<file path="src/rtl/cgra_cfg_pkg.sv">
// Shared types and helpers for the CGRA configuration chain loader and its
// host-side bitstream tooling.
package cgra_cfg_pkg;

  localparam int CFG_WORD_W = 32;

  typedef enum logic [2:0] {
    CFG_IDLE,
    CFG_CLEAR,
    CFG_FETCH,
    CFG_SHIFT,
    CFG_DONE
  } cfg_state_e;

  // Number of host words needed to cover a chain of len bits.
  function automatic int cfg_words(input int len, input int w);
    return (len + w - 1) / w;
  endfunction

endpackage

</file>
<file path="src/rtl/cgra_config_loader_if.sv">
// Host word handshake into the configuration loader.
interface cgra_config_loader_if
  import cgra_cfg_pkg::*;
#(
  parameter int WORD_W = CFG_WORD_W
);
  logic              word_valid;
  logic [WORD_W-1:0] word_data;
  logic              word_ready;

  modport master (output word_valid, word_data, input word_ready);
  modport slave  (input word_valid, word_data, output word_ready);
endinterface

</file>
<file path="src/rtl/cfg_piso.sv">
// Parallel-in serial-out word register; bit 0 is the bit on the chain this cycle.
module cfg_piso
  import cgra_cfg_pkg::*;
#(
  parameter int WORD_W = CFG_WORD_W,
  parameter int RC_W   = $clog2(WORD_W + 1)
) (
  input  logic              clk,
  input  logic              reset,
  input  logic              clr,
  input  logic              load,
  input  logic              shift,
  input  logic [WORD_W-1:0] din,
  input  logic [RC_W-1:0]   load_cnt,
  output logic              dout,
  output logic [RC_W-1:0]   rem
);

  logic [WORD_W-1:0] shreg;

  // Emptying the register on the last counted bit keeps the discarded upper
  // bits of a partial word off the chain and holds dout at 0 between words.
  always_ff @(posedge clk) begin
    if (reset || clr) begin
      shreg <= '0;
      rem   <= '0;
    end else if (load) begin
      shreg <= din;
      rem   <= load_cnt;
    end else if (shift && rem != '0) begin
      rem   <= rem - RC_W'(1);
      shreg <= (rem == RC_W'(1)) ? '0 : (shreg >> 1);
    end
  end

  assign dout = shreg[0];

endmodule

</file>
<file path="src/rtl/cgra_config_loader.sv">
// Serialises host configuration words onto the tile config chain, LSB first,
// with a leading chain-wide clear pulse and a registered shift enable.
module cgra_config_loader
  import cgra_cfg_pkg::*;
#(
  parameter int WORD_W    = CFG_WORD_W,
  parameter int CHAIN_LEN = 64,
  parameter int CNT_W     = $clog2(CHAIN_LEN + 1)
) (
  input  logic                 clk,
  input  logic                 reset,
  input  logic                 start,
  cgra_config_loader_if.slave  host,
  output logic                 cfg_reset,
  output logic                 cfg_shift_en,
  output logic                 cfg_data,
  output logic                 busy,
  output logic                 done
);

  localparam int RC_W = $clog2(WORD_W + 1);

  cfg_state_e       state;
  logic             word_ready;
  logic [CNT_W-1:0] bits_sent;
  logic [CNT_W-1:0] bits_sent_nxt;
  logic [RC_W-1:0]  rem;
  logic [RC_W-1:0]  load_cnt;
  logic [31:0]      bits_left;
  logic             hs;

  assign host.word_ready = word_ready;
  assign hs              = host.word_valid && word_ready;
  assign bits_sent_nxt   = bits_sent + CNT_W'(1);

  // The final word may be partial: only the bits still owed to the chain count.
  always_comb begin
    bits_left = 32'(CHAIN_LEN) - 32'(bits_sent);
    load_cnt  = (bits_left >= 32'(WORD_W)) ? RC_W'(WORD_W) : RC_W'(bits_left);
  end

  cfg_piso #(.WORD_W(WORD_W), .RC_W(RC_W)) u_piso (
    .clk      (clk),
    .reset    (reset),
    .clr      (state == CFG_CLEAR),
    .load     ((state == CFG_FETCH) && hs),
    .shift    (state == CFG_SHIFT),
    .din      (host.word_data),
    .load_cnt (load_cnt),
    .dout     (cfg_data),
    .rem      (rem)
  );

  // Outputs are set on the transition into the state that owns them.
  always_ff @(posedge clk) begin
    if (reset) begin
      state        <= CFG_IDLE;
      word_ready   <= 1'b0;
      cfg_reset    <= 1'b0;
      cfg_shift_en <= 1'b0;
      busy         <= 1'b0;
      done         <= 1'b0;
      bits_sent    <= '0;
    end else begin
      case (state)
        CFG_IDLE, CFG_DONE: begin
          if (start) begin
            state     <= CFG_CLEAR;
            cfg_reset <= 1'b1;
            busy      <= 1'b1;
            done      <= 1'b0;
          end
        end
        CFG_CLEAR: begin
          state      <= CFG_FETCH;
          cfg_reset  <= 1'b0;
          word_ready <= 1'b1;
          bits_sent  <= '0;
        end
        CFG_FETCH: begin
          if (hs) begin
            state        <= CFG_SHIFT;
            word_ready   <= 1'b0;
            cfg_shift_en <= 1'b1;
          end
        end
        CFG_SHIFT: begin
          bits_sent <= bits_sent_nxt;
          if (rem == RC_W'(1)) begin
            cfg_shift_en <= 1'b0;
            if (bits_sent_nxt == CNT_W'(CHAIN_LEN)) begin
              state <= CFG_DONE;
              busy  <= 1'b0;
              done  <= 1'b1;
            end else begin
              state      <= CFG_FETCH;
              word_ready <= 1'b1;
            end
          end
        end
        default: state <= CFG_IDLE;
      endcase
    end
  end

endmodule

</file>
<file path="src/flat_wrapper.sv">
// flat-port wrapper written by rule: the top's interface ports become plain ports
module cgra_config_loader_flat import cgra_cfg_pkg::*;
#(
  parameter int WORD_W    = CFG_WORD_W,
  parameter int CHAIN_LEN = 64,
  parameter int CNT_W     = $clog2(CHAIN_LEN + 1)
)
  (clk, reset, start, cfg_reset, cfg_shift_en, cfg_data, busy, done, host_word_valid, host_word_data, host_word_ready);
  cgra_config_loader_if #(.WORD_W(WORD_W)) host_i ();
  input  logic clk;
  input  logic reset;
  input  logic start;
  output logic cfg_reset;
  output logic cfg_shift_en;
  output logic cfg_data;
  output logic busy;
  output logic done;
  input wire logic [$bits(host_i.word_valid)-1:0] host_word_valid;
  input wire logic [$bits(host_i.word_data)-1:0] host_word_data;
  output wire logic [$bits(host_i.word_ready)-1:0] host_word_ready;
  assign host_i.word_valid = host_word_valid;
  assign host_i.word_data = host_word_data;
  assign host_word_ready = host_i.word_ready;
  cgra_config_loader #(.WORD_W(WORD_W), .CHAIN_LEN(CHAIN_LEN), .CNT_W(CNT_W)) u_core (.clk(clk), .reset(reset), .start(start), .host(host_i), .cfg_reset(cfg_reset), .cfg_shift_en(cfg_shift_en), .cfg_data(cfg_data), .busy(busy), .done(done));
endmodule
</file>
<file path="config.mk">
export PLATFORM = sky130hd
export DESIGN_NAME = cgra_config_loader_flat
export DESIGN_NICKNAME = d
export VERILOG_FILES = /design/src/rtl/cgra_cfg_pkg.sv /design/src/rtl/cgra_config_loader_if.sv /design/src/rtl/cfg_piso.sv /design/src/rtl/cgra_config_loader.sv /design/src/flat_wrapper.sv
export SDC_FILE = /design/constraint.sdc
export NUM_CORES = 1
export LEC_CHECK = 0
export ABC_AREA = 1
export CORE_MARGIN = 3
export CORE_UTILIZATION = 60
export CTS_BUF_LIST = sky130_fd_sc_hd__clkbuf_8
export CTS_CLUSTER_SIZE = 16
export DETAILED_ROUTE_END_ITERATION = 8
export MAX_ROUTING_LAYER = met4
export PLACE_DENSITY_LB_ADDON = 0.25
export SLEW_MARGIN = 20
export SYNTH_ARGS = -nofsm -noshare
export SYNTH_HDL_FRONTEND = slang
export SYNTH_SLANG_ARGS = --single-unit
</file>
<file path="constraint.sdc">
create_clock -name clk -period 2.56 [get_ports clk]
set_clock_uncertainty 0.1 [all_clocks]
set_input_delay 0.512 -clock clk [delete_from_list [all_inputs] [get_ports clk]]
set_output_delay 0.512 -clock clk [all_outputs]
set_load 0.03 [all_outputs]
</file>
======== After elaboration in Yosys (flattened, before gate mapping) ========
Index checks and enable logic that the tools add are counted.
word-level totals
  bits in registers ....................... 53
  latch bits .............................. 0
  RAM bits ................................ 0
  bits in read-only memories .............. 0
  bits of input ports ..................... 36
  word-level logic and storage cells ...... 70
  memories kept ........................... 0
operators by class
  add/sub/neg operators ................... 3
  multipliers ............................. 0
  div/mod/pow operators ................... 0
  $lt $le $gt $ge ......................... 1
  equality and inequality tests ........... 11
  shift operators ......................... 0
  mux-type cells .......................... 28
  bitwise gates (word level) .............. 0
  reduce and logical (&&, ||, !) cells .... 18
operators by type and width
  cell                                                                number
  2-to-1 mux 32 bit                                                   2
  greater-or-equal comparator 32 x 6 -> 1 bit, second input constant  1
  2-to-1 mux 31 bit                                                   1
  2-to-1 mux 6 bit                                                    3
  case mux 7 bit (2 select lines)                                     1
  2-to-1 mux 3 bit                                                    4
  case mux 3 bit (4 select lines)                                     1
  2-to-1 mux 1 bit                                                    11
  nonzero test 2 bit                                                  5
  case mux 1 bit (2 select lines)                                     4
  AND reduction 4 bit                                                 2
  subtractor 7 x 7 -> 8 bit, first input constant                     1
  adder 7 x 1 -> 7 bit, second input constant                         1
  == test 7 bit, second input constant                                1
  == test 3 x 2 -> 1 bit, second input constant                       2
  == test 6 x 1 -> 1 bit, second input constant                       1
  != test 2 x 1 -> 1 bit, second input constant                       3
  AND reduction 3 bit                                                 2
  nonzero test 6 bit                                                  1
  subtractor 6 x 1 -> 6 bit, second input constant                    1
  != test 2 bit, second input constant                                2
  == test 3 x 1 -> 1 bit, second input constant                       1
  == test 3 bit, second input constant                                1
  logical AND 1 bit                                                   3
  6 further kinds                                                     6

======== Logic depth before layout (Yosys ltp) ========
  word-level depth ........................ 5
  gate-level depth with buffers ........... 12

======== Cells and area by module ========
From an unflattened synthesis, not the netlist that was laid out.
second synthesis, totals
  cells, all modules ...................... 456
  area, all modules ....................... 3129.3 µm²
modules (own cells, without submodules)
  module              times used  cells an instance  area each (µm²)
  cfg_piso            1           314                2162.1
  cgra_config_loader  1           142                967.2

======== Worst setup path after synthesis ========
No wires, ideal clock.
  kind .................................... flip-flop to flip-flop
  start point ............................. register u_core.u_piso.rem[0]
  end point ............................... register u_core.u_piso.shreg[10]
  library setup time ...................... 0.074 ns
  arrival ................................. 1.401 ns
  required time ........................... 2.386 ns
  setup slack ............................. 0.984 ns
  stages on the path, launching flop included .. 12
  clock period less this slack ............ 1.576 ns
  cells stage by stage .................... dfxtp_1 -> inv_1 -> ha_1 -> nand2_1 -> inv_2 -> nand3_1 -> nand2_2 -> nand2_2 -> inv_2 -> buf_4 -> nand2_1 -> a31oi_1
between the ends
  word-level cells in the longest chain between the ends .. 4
  elaborated cells on any way between the ends .. 7
  those cells by class .................... eq/ne (1); mux (3); reduce/logical (3)
ends and longest elaborated chain
  item                    line            text
  start, declared         cfg_piso.sv:16  output logic [RC_W-1:0] rem
  start signal, assigned  cfg_piso.sv:29  rem <= load_cnt;
  start signal, assigned  cfg_piso.sv:31  rem <= rem - RC_W'(1);
  == test 6 x 1 -> 1 bit  cfg_piso.sv:32  shreg <= (rem == RC_W'(1)) ? '0 : (shreg >> 1);
  2-to-1 mux 31 bit       cfg_piso.sv:32
  2-to-1 mux 32 bit       cfg_piso.sv:30  end else if (shift && rem != '0) begin
  2-to-1 mux 32 bit       cfg_piso.sv:27  end else if (load) begin
  end signal, assigned    cfg_piso.sv:28  shreg <= din;
  end signal, assigned    cfg_piso.sv:32
  end, declared           cfg_piso.sv:19  logic [WORD_W-1:0] shreg;
Parallel ways exist; a longest one is shown, timed or not. The select of a mux whose other input is x is not followed.
A chain may end at the register's enable or synchronous reset.

======== Worst setup path after layout ========
  start point ............................. register u_core.u_piso.rem[0]
  end point ............................... register u_core.u_piso.shreg[2]
The elaborated chain is that of the path after synthesis.

==> metrics.txt <==
die area 5330 µm²; XOR/XNOR Fraction of Synth Area 0.0162; layout cell share with drive strength beyond 1 0.0634; Final ANT Viol Nets 0; r2r setup slk ~0.24 ns; CP endpoint kind flop; internal power 1.40 mW; row cnt 23; top cells by area, synth dfxtp_1 (39%), nand2_1 (18%), a31oi_1 (7.2%); Vias/cell 5.48; Starting Density 0.646; post-cts hold buffer count 0; placed instance count 468; WP data arrival 2.46 ns; Sw Pwr 0.692 mW; Setup Buffers After CTS 0; Hold Fails Final Rpt 0; VDD IR-drop max between 0.0005 and 0.0006 V; leakage dissipation 1.27 nW; maximum capacitance violations 0; transition time of the tightest slew-check pin 0.691 ns; CTS H-Tree Depth 2; Via Count 2608; Net Count, Synth 430; mux cell area share after synthesis 0; post-synthesis adder-cell area fraction 0.0232; largest family of logic cells by synthesized area simple AND/OR/NAND/NOR gates; CTS Buf Count 5; Yosys Warn Count 0; Synth top area share 0.394; outcome completed; layout net count around 470; CTS sink cnt 53; Hold Path Stages 2; setup violators final 0; clk slew on worst S/H paths around 0.1 ns; type of the most critical hold path flop to flop; first-pass GRT wire length about 10000 µm; commonest non-fill, non-tap cells in the layout nand2_1 (132), dfxtp_1 (53), clkdlybuf4s50_1 (41); sequential area share after synthesis 0.394; layout filler cell count 307; synthesized flop and latch total 53; Slew Limit Fails 0; Critical Path Fanout Max 24; FF-to-FF path depth 10; clock power share 0.276; CP Class flop to flop; Post-Synth Simple-Gate Area 0.316; crit share post-route 0.907; Max Freq between 400 and 500 MHz; Routed wire per std cell approximately 13 µm; initial drt markers 226; post-synthesis compound-gate area fraction 0.150; initial antenna violation count 0; All-Layer GR Usage 0.252; Post-Synthesis Cells around 390; HPWL Detailed 4210 µm; post-synthesis async set-or-reset flop share 0; RSZ-0062 raised after global routing no; grt total ovfl 0; setup TNS 0 ns; post_cts resized 0; fin util 0.772; switching share of power 0.331; GP Congestion 0.945; sequential share of power 0.448; Synth cell types 34; largest area contributor in the netlist dfxtp_1; Slew HR 0.540; core area 4170 µm²; CTS tree yes; IO Pins 42; Synth Flop Type dfxtp_1; # diodes 0; Die H 73.0 µm; first-pass iteration count of the detailed router 5; startpoint types flop; fin cells 476; vias in the first global route 2380; mean post-synth cell area 6.93 µm²; largest net degree at the start of global routing 34; required time worst endpoint 2.70 ns; clock insertion delay at the later pin of the skew report just over 0.3 ns; IO buf count 41; die width 73.0 µm; Combinational Power Share 0.276; Post-synth EDFFs 0; commonest non-fill, non-tap cell in the layout nand2_1; DRT Wirelength 6100 µm; Syn-to-layout area delta 19.4%; CTS Root Cell clkbuf_8; post-layout minimum cycle time 2.32 ns; power per cell area between 600 and 700 nW/µm²; DRC violations left 0; Clock Path Buffers 2; mapped cell area ~2700 µm²
==> Yosys cell counts, types with 2 or more instances <==
| cell | count |
|---|---|
| ha_1 | 5 |
| buf_2 | 4 |
| inv_1 | 39 |
| xor2_1 | 5 |
| dfxtp_1 | 53 |
| a21oi_1 | 19 |
| nand2_4 | 2 |
| nand2_1 | 132 |
| clkbuf_1 | 7 |
| o21ai_0 | 8 |
| buf_6 | 3 |
| nor2_1 | 17 |
| inv_2 | 4 |
| a31oi_1 | 31 |
| nand2_2 | 2 |
| buf_4 | 3 |
| nand3_1 | 38 |
==> power groups by stage <==
stage                     sequential (mW)  clock (mW)  combinational (mW)
final                               0.936       0.578               0.576
after detailed placement            0.955           0               0.568
after floorplan                      1.00           0               0.336
after CTS                           0.936       0.586               0.574
after global placement              0.953           0               0.558
after global routing                0.946       0.631               0.638
==> worst paths after layout <==
path,from,to
worst min-delay path,u_core.done,u_core.done
worst max-delay path,u_core.u_piso.rem[0],u_core.u_piso.shreg[2]
worst max register to register,u_core.u_piso.rem[0],u_core.u_piso.shreg[2]
worst min register to register,u_core.done,u_core.done
==> flip-flops by register name, indices dropped and copies added, names as in the netlist <==
signal and count:
u_core.busy 1, u_core.cfg_reset 1, u_core.bits_sent 7, u_core.u_piso.shreg 32, u_core.host.word_ready 1, u_core.u_piso.rem 6
u_core.done 1, u_core.state 3, u_core.cfg_shift_en 1
==> critical path, stage by stage, from the launching register on <==
cell and delay (ns):
dfxtp_1 0.35, inv_1 0.12, ha_1 0.22, nand2_1 0.10, inv_2 0.10, nand3_1 0.11
nand2_2 0.26, nand2_2 0.15, inv_2 0.36, nand2_1 0.15, a31oi_1 0.23
==> routing by layer <==
metal / track usage / vias to the layer above / routed length, µm
met4: 0.0799 / 0 / 142
met2: 0.395 / 88 / 2770
li1: - / 1345 / -
met3: 0.0523 / 19 / 384
met1: 0.323 / 1156 / 2810
met5: - / - / 0
==> final cells by class <==
| type | count | area [µm²] | area share |
|---|---|---|---|
| Sequential cell | 53 | 1060 | 0.330 |
| Clock inverter | 3 | 43.8 | 0.0136 |
| Inverter | 44 | 165 | 0.0513 |
| Tap cell | 50 | 62.6 | 0.0194 |
| Multi-Input combinational cell | 274 | 1360 | 0.423 |
| Timing Repair Buffer | 47 | 455 | 0.141 |
| Clock buffer | 5 | 68.8 | 0.0214 |
==> kinds of logic after synthesis <==
kind of cell / count (synthesis)
flip-flops: 53
AO/OA/AOI/OAI: 66
XOR/XNOR: 5
AND/OR/NAND/NOR: 198
adder cells (fa/ha/maj): 5
buffers and inverters: 62
==> stage by stage <==
stage	worst slack (ns)	total power [mW]	hold slack, ns	cell area [µm²]
2_1_floorplan	0.984	1.34	0.340	2700
3_3_place_gp	0.365	1.51	0.336	3110
3_5_place_dp	0.297	1.52	0.338	3110
4_1_cts	0.265	2.10	0.355	3220
5_1_grt	0.102	2.22	0.390	3220
6_report	0.238	2.09	0.354	3220
(Power assumes the default switching activity.)
